$ cat src/rtl/uart_tx_cfg.sv
// ---------------------------------------------------------------------------
// uart_tx_cfg -- configurable UART transmitter with a one-entry holding register
//
// Frame format: one start bit (0), DATA_BITS data bits sent LSB first, an
// optional parity bit, then STOP_BITS stop bits (1). Each bit lasts
// CLKS_PER_BIT clock cycles. The line idles high.
//
// Build option:
//   UART_TX_PARITY_EN  When defined, the PARITY state and the parity bit are
//                      built. The parity bit is XOR(data) ^ PARITY_ODD.
//                      When undefined, no parity logic exists and PARITY_ODD
//                      is ignored.
//
// Parameters:
//   CLKS_PER_BIT  clock cycles per serial bit (2..65535)
//   DATA_BITS     data bits per frame (5..9)
//   STOP_BITS     stop bits per frame (1 or 2)
//   PARITY_ODD    0 = even parity, 1 = odd parity
//
// Ports:
//   i_Clock      single clock
//   i_Reset      synchronous, active-high reset
//   i_Tx_DV      data word valid; accepted only while o_Tx_Ready is high
//   i_Tx_Byte    data word, DATA_BITS wide
//   o_Tx_Ready   holding register empty, a word can be accepted
//   o_Tx_Active  a frame is being shifted out
//   o_Tx_Serial  serial line output
//   o_Tx_Done    one-cycle pulse on the last cycle of every stop period
//
// All outputs are registered: they are computed from the current FSM state
// and registered, so the serial line trails the state register by one cycle.
// This places the first start-bit cycle two edges after the accepting edge.
// ---------------------------------------------------------------------------
module uart_tx_cfg #(
  parameter int CLKS_PER_BIT = 10416,
  parameter int DATA_BITS    = 8,
  parameter int STOP_BITS    = 1,
  parameter int PARITY_ODD   = 0
) (
  input  logic                 i_Clock,
  input  logic                 i_Reset,
  input  logic                 i_Tx_DV,
  input  logic [DATA_BITS-1:0] i_Tx_Byte,
  output logic                 o_Tx_Ready,
  output logic                 o_Tx_Active,
  output logic                 o_Tx_Serial,
  output logic                 o_Tx_Done
);

  localparam int              CNT_W     = $clog2(CLKS_PER_BIT);
  localparam logic [CNT_W-1:0] CNT_LAST = CNT_W'(CLKS_PER_BIT - 1);
  localparam logic [3:0]      DATA_LAST = 4'(DATA_BITS - 1);
  localparam logic [3:0]      STOP_LAST = 4'(STOP_BITS - 1);
`ifdef UART_TX_PARITY_EN
  localparam logic            PAR_INIT  = (PARITY_ODD != 0);
`endif

  typedef enum logic [2:0] {
    IDLE,
    START,
    DATA,
    PARITY,
    STOP
  } state_t;

  state_t               state_q, state_d;
  logic [CNT_W-1:0]     clk_cnt_q, clk_cnt_d;
  logic [3:0]           bit_cnt_q, bit_cnt_d;
  logic [DATA_BITS-1:0] shift_q, shift_d;
  logic [DATA_BITS-1:0] hold_q, hold_d;
  logic                 hold_full_q, hold_full_d;
  logic                 ready_q, ready_d;
  logic                 serial_q, serial_d;
  logic                 active_q, active_d;
  logic                 done_q, done_d;
`ifdef UART_TX_PARITY_EN
  logic                 parity_q, parity_d;
`endif

  logic accept;
  logic load;
  logic bit_end;

  // -------------------------------------------------------------------------
  // Next-state and output logic
  // -------------------------------------------------------------------------
  always_comb begin
    state_d   = state_q;
    clk_cnt_d = clk_cnt_q;
    bit_cnt_d = bit_cnt_q;
    shift_d   = shift_q;
    load      = 1'b0;
    serial_d  = 1'b1;
    active_d  = 1'b0;
    done_d    = 1'b0;
    bit_end   = (clk_cnt_q == CNT_LAST);

    // The bit-time counter free-runs in every state except IDLE and wraps
    // at the end of each bit; IDLE keeps it parked at zero.
    if (state_q != IDLE) begin
      clk_cnt_d = bit_end ? '0 : clk_cnt_q + CNT_W'(1);
    end

    case (state_q)
      IDLE: begin
        if (hold_full_q) begin
          state_d   = START;
          load      = 1'b1;
          clk_cnt_d = '0;
          bit_cnt_d = '0;
        end
      end

      START: begin
        serial_d = 1'b0;
        active_d = 1'b1;
        if (bit_end) begin
          state_d   = DATA;
          bit_cnt_d = '0;
        end
      end

      DATA: begin
        serial_d = shift_q[0];
        active_d = 1'b1;
        if (bit_end) begin
          shift_d = shift_q >> 1;
          if (bit_cnt_q == DATA_LAST) begin
            bit_cnt_d = '0;
`ifdef UART_TX_PARITY_EN
            state_d   = PARITY;
`else
            state_d   = STOP;
`endif
          end else begin
            bit_cnt_d = bit_cnt_q + 4'd1;
          end
        end
      end

`ifdef UART_TX_PARITY_EN
      PARITY: begin
        serial_d = parity_q;
        active_d = 1'b1;
        if (bit_end) begin
          state_d   = STOP;
          bit_cnt_d = '0;
        end
      end
`endif

      STOP: begin
        serial_d = 1'b1;
        active_d = 1'b1;
        if (bit_end) begin
          if (bit_cnt_q == STOP_LAST) begin
            done_d    = 1'b1;
            bit_cnt_d = '0;
            // A word waiting in the holding register starts the next frame
            // straight away, so back-to-back frames have no idle gap.
            if (hold_full_q) begin
              state_d = START;
              load    = 1'b1;
            end else begin
              state_d = IDLE;
            end
          end else begin
            bit_cnt_d = bit_cnt_q + 4'd1;
          end
        end
      end

      default: begin
        state_d = IDLE;
      end
    endcase

    if (load) begin
      shift_d = hold_q;
    end
  end

  // -------------------------------------------------------------------------
  // Holding register. A word accepted on the same edge as a transfer wins the
  // holding slot while the previous word moves into the shift register.
  // -------------------------------------------------------------------------
  always_comb begin
    accept      = i_Tx_DV & ready_q;
    hold_d      = accept ? i_Tx_Byte : hold_q;
    hold_full_d = accept | (hold_full_q & ~load);
    // Ready is registered from the next holding state so it always equals
    // NOT(holding full) and never lets a second word overwrite the first.
    ready_d     = ~hold_full_d;
  end

`ifdef UART_TX_PARITY_EN
  // Parity is latched together with the word entering the shift register.
  always_comb begin
    parity_d = parity_q;
    if (load) begin
      parity_d = (^hold_q) ^ PAR_INIT;
    end
  end
`endif

  // -------------------------------------------------------------------------
  // State registers
  // -------------------------------------------------------------------------
  always_ff @(posedge i_Clock) begin
    if (i_Reset) begin
      state_q     <= IDLE;
      clk_cnt_q   <= '0;
      bit_cnt_q   <= '0;
      shift_q     <= '0;
      hold_q      <= '0;
      hold_full_q <= 1'b0;
      ready_q     <= 1'b1;
      serial_q    <= 1'b1;
      active_q    <= 1'b0;
      done_q      <= 1'b0;
`ifdef UART_TX_PARITY_EN
      parity_q    <= 1'b0;
`endif
    end else begin
      state_q     <= state_d;
      clk_cnt_q   <= clk_cnt_d;
      bit_cnt_q   <= bit_cnt_d;
      shift_q     <= shift_d;
      hold_q      <= hold_d;
      hold_full_q <= hold_full_d;
      ready_q     <= ready_d;
      serial_q    <= serial_d;
      active_q    <= active_d;
      done_q      <= done_d;
`ifdef UART_TX_PARITY_EN
      parity_q    <= parity_d;
`endif
    end
  end

  assign o_Tx_Ready  = ready_q;
  assign o_Tx_Active = active_q;
  assign o_Tx_Serial = serial_q;
  assign o_Tx_Done   = done_q;

endmodule

$ cat config.mk
export PLATFORM = sky130hd
export DESIGN_NAME = uart_tx_cfg
export DESIGN_NICKNAME = d
export VERILOG_FILES = /design/src/rtl/uart_tx_cfg.sv
export SDC_FILE = /design/constraint.sdc
export NUM_CORES = 1
export LEC_CHECK = 0
export CORE_ASPECT_RATIO = 0.5
export CORE_MARGIN = 4
export CORE_UTILIZATION = 50
export DETAILED_ROUTE_END_ITERATION = 6
export PLACE_DENSITY_LB_ADDON = 0.25
export SLEW_MARGIN = 20
export SYNTH_ARGS = -nofsm -noshare
export SYNTH_HDL_FRONTEND = slang
export SYNTH_SLANG_ARGS = --single-unit
export TNS_END_PERCENT = 100
$ cat constraint.sdc
create_clock -name i_Clock -period 2.7 [get_ports i_Clock]
set_clock_uncertainty 0.05 [all_clocks]
set_input_delay 0.54 -clock i_Clock [delete_from_list [all_inputs] [get_ports i_Clock]]
set_output_delay 0.54 -clock i_Clock [all_outputs]
set_load 0.01 [all_outputs]
==> impl_metrics.json <==
{
  "status": "finished clean",
  "synthCells": 240,
  "peakVddDrop_uv": 388,
  "cap_violations": 0,
  "syn_to_final_growth_pct": 13.9,
  "nets": 265,
  "ctsResizeCount": 0,
  "post_cts_buffers": 0,
  "drtIter0Drc": 59,
  "tritoncts": "built",
  "timing.rr.start": "clk_cnt_q[0]$_SDFF_PP0_",
  "setup_violations": 0,
  "critPathKind": "flip-flop to flip-flop",
  "vias": 1724,
  "grtUsageTotal_pct": 16.3,
  "finalNonFillerCells": 303,
  "synth.yosys.warnings": 0,
  "cp_slowest_stage_delay_ps": 690,
  "htree_levels": 2,
  "io_pins": 15,
  "p_leak_nw": 0.821,
  "r2r-end": "clk_cnt_q[8]$_SDFF_PP0_",
  "grt_pass1_vias": 1567,
  "clkSlewWorstSetupHoldPaths_ps": 80,
  "fp-row-count": 15,
  "synthesis.nets": 254,
  "gr-total-overflow": 0,
  "hold_ws_ps": 412,
  "syn-cell-area_sq_mm": 0.00200,
  "end_kind": "flip-flop",
  "coreArea_sq_mm": 0.00362,
  "r2r_cells": 7,
  "synthDistinctLibCells": 41,
  "placedCellCount": 295,
  "worstMarginPinSlew_ps": 882,
  "drt_pass1_iterations": 4,
  "relSlewSlack_pct": 41.0,
  "drv_slew": 0,
  "r2r_slack_ps": 290,
  "critPathRequiredTime_ps": 2850,
  "fin_area_sq_mm": 0.00227,
  "ys.flop_type": "dfxtp_1",
  "clockRootBuffer": "clkbuf_8",
  "powerDensity_mw_per_mm2": 729,
  "antenna_cells": 0,
  "die_h_microns": 52.7,
  "hold_buffers": 0,
  "die_area_sq_mm": 0.00513,
  "postRouteAntennaNets": 0,
  "crit_path_max_fanout": 16,
  "critical_path_arrival_ps": 2570,
  "async_reset_ff_share_pct": 0,
  "seq_area_frac_synth_pct": 42.1,
  "min_to": "hold_q[0]$_SDFFE_PP0P_",
  "final_util_pct": 62.8,
  "rsz0062_at_grt": "false",
  "grt_antenna_before_repair": 0,
  "drt-vias-per-instance": 5.69,
  "grt_pass1_wl_microns": 6830,
  "drive_above_1_share_pct": 7.94,
  "io_buffers": 14,
  "fin_crit_sh_pct": 89.4,
  "clock_path_buffers": 2,
  "wl_microns": 3870,
  "dp_hpwl_microns": 2770,
  "cp-start-kind": "flip-flop",
  "grt_max_degree": 18,
  "cp_slowest_cell": "nor2_1",
  "wl_per_cell_microns": 12.8,
  "synth-edff-count": 0,
  "drc": 0,
  "place.gp.congestion": 0.878,
  "numCtsBuffers": 5,
  "start_util_pct": 55.1,
  "clock_sinks": 42,
  "placed_area_sq_mm": 0.00218,
  "clk_latency_ps": 300,
  "fmax_mhz": 414,
  "post-route-min-period_ps": 2410,
  "synth_seq_cells": 42,
  "crit_chain": "ha_1, nand4_1, nor4_4, buf_4, nor2_1, o21ai_0, a311oi_1",
  "die_w_microns": 97.4,
  "min_from": "hold_q[0]$_SDFFE_PP0P_",
  "min_path_cells": 2,
  "holdCritPathClass": "flip-flop to flip-flop",
  "avgSynthCellArea_sq_um": 8.32,
  "hold_viol_final": 0,
  "setup-tns-final_ps": 0
}
## sequential cells by signal (all words and copies together), names as in the netlist, 3 cells and up
register	cells
clk_cnt_q	14
hold_q	8
shift_q	8
bit_cnt_q	4
state_q	3
## cells in the mapped netlist (2+ instances only)
library cell | instances | area share [%]
a211oi_1 | 10 | 3.8
a21oi_1 | 24 | 6.0
a311oi_1 | 9 | 3.9
a41oi_1 | 4 | 1.8
clkbuf_1 | 15 | 2.8
dfxtp_1 | 42 | 42
ha_1 | 3 | 1.9
inv_1 | 6 | 1.1
mux2i_1 | 8 | 4.0
nand2_1 | 25 | 4.7
nand2b_1 | 5 | 1.6
nand3_1 | 16 | 4.0
nand4_1 | 3 | 0.94
nor2_1 | 23 | 4.3
nor3_1 | 8 | 2.0
o21a_1 | 2 | 0.75
o21ai_0 | 8 | 2.0
or2_2 | 2 | 0.63
or3_1 | 4 | 1.3
or4_1 | 2 | 0.75
## through the flow
step	power, mW	worst slack (ps)
after floorplan	1.12	547
after global placement	1.26	435
after detailed placement	1.27	391
after CTS	1.67	323
after global routing	1.78	44.4
final	1.66	286
## cell families (layout without fill, tap and decap cells)
family / Yosys count / count (layout) / share of synthesized area (%)
AOI/OAI and AO/OA: 65 / 65 / 22.0
xor gates and xnor gates: 1 / 1 / 0.439
adders and majority gates: 3 / 3 / 1.88
buffers and inverters: 22 / 34 / 4.20
DFF: 42 / 42 / 42.1
muxes: 8 / 8 / 4.01
and+or+nand+nor: 99 / 99 / 25.4
## cells in the final DEF (no fill, tap or decap), types with 2 or more instances in the layout
| cell type | count |
|---|---|
| or4_1 | 2 |
| mux2i_1 | 8 |
| a21oi_1 | 24 |
| a211oi_1 | 10 |
| nand2b_1 | 5 |
| or3_1 | 4 |
| dfxtp_1 | 42 |
| clkdlybuf4s50_1 | 14 |
| or2_2 | 2 |
| a311oi_1 | 9 |
| nor2_1 | 23 |
| ha_1 | 3 |
| o21ai_0 | 8 |
| buf_4 | 6 |
| o21a_1 | 2 |
| a41oi_1 | 4 |
| nor3_1 | 8 |
| clkbuf_8 | 5 |
| inv_1 | 6 |
| nand2_1 | 25 |
| nand4_1 | 3 |
| nand3_1 | 16 |
## worst max-delay path by stage
stage | startpoint | endpoint | slack (ps) | cells after the start
2_1_floorplan | clk_cnt_q[10]$_SDFF_PP0_ | bit_cnt_q[3]$_SDFFE_PP0P_ | 550 | 5
3_3_place_gp | clk_cnt_q[0]$_SDFF_PP0_ | clk_cnt_q[8]$_SDFF_PP0_ | 440 | 7
3_5_place_dp | clk_cnt_q[0]$_SDFF_PP0_ | clk_cnt_q[12]$_SDFF_PP0_ | 390 | 7
4_1_cts | clk_cnt_q[0]$_SDFF_PP0_ | clk_cnt_q[12]$_SDFF_PP0_ | 320 | 7
5_1_grt | clk_cnt_q[0]$_SDFF_PP0_ | clk_cnt_q[12]$_SDFF_PP0_ | 40 | 7
6_report | clk_cnt_q[0]$_SDFF_PP0_ | clk_cnt_q[8]$_SDFF_PP0_ | 290 | 7
## where the power goes
part	total, mW	internal (mW)	switching [mW]
sequential	0.752	0.682	0.0705
clock	0.404	0.182	0.223
combinational	0.501	0.199	0.302
## cell type report
class	instances	area [sq um]
clock buffer	5	68.8
clock inverter	3	21.3
fill	317	1350
inverter	6	22.5
multi-input combinational	176	1070
sequential	42	841
tap	51	63.8
timing repair buffer	20	185
## metal layers
metal  vias up  part of all wire (%)  GRT usage (%)
li1        901                     -              -
met1       798                    50           19.6
met2        23                    46           28.7
met3         2                   3.7           4.78
met4         0                  0.52           4.83
met5         -                     0              0
## worst max-delay path: cells and delay by family (launching register included)
family	cells	cell delay, ps
fa+ha+maj	1	250
flops	1	350
simple gates	3	950
buf+inv	1	180
compound gates	2	540
Power figures use the tool's default switching activity.
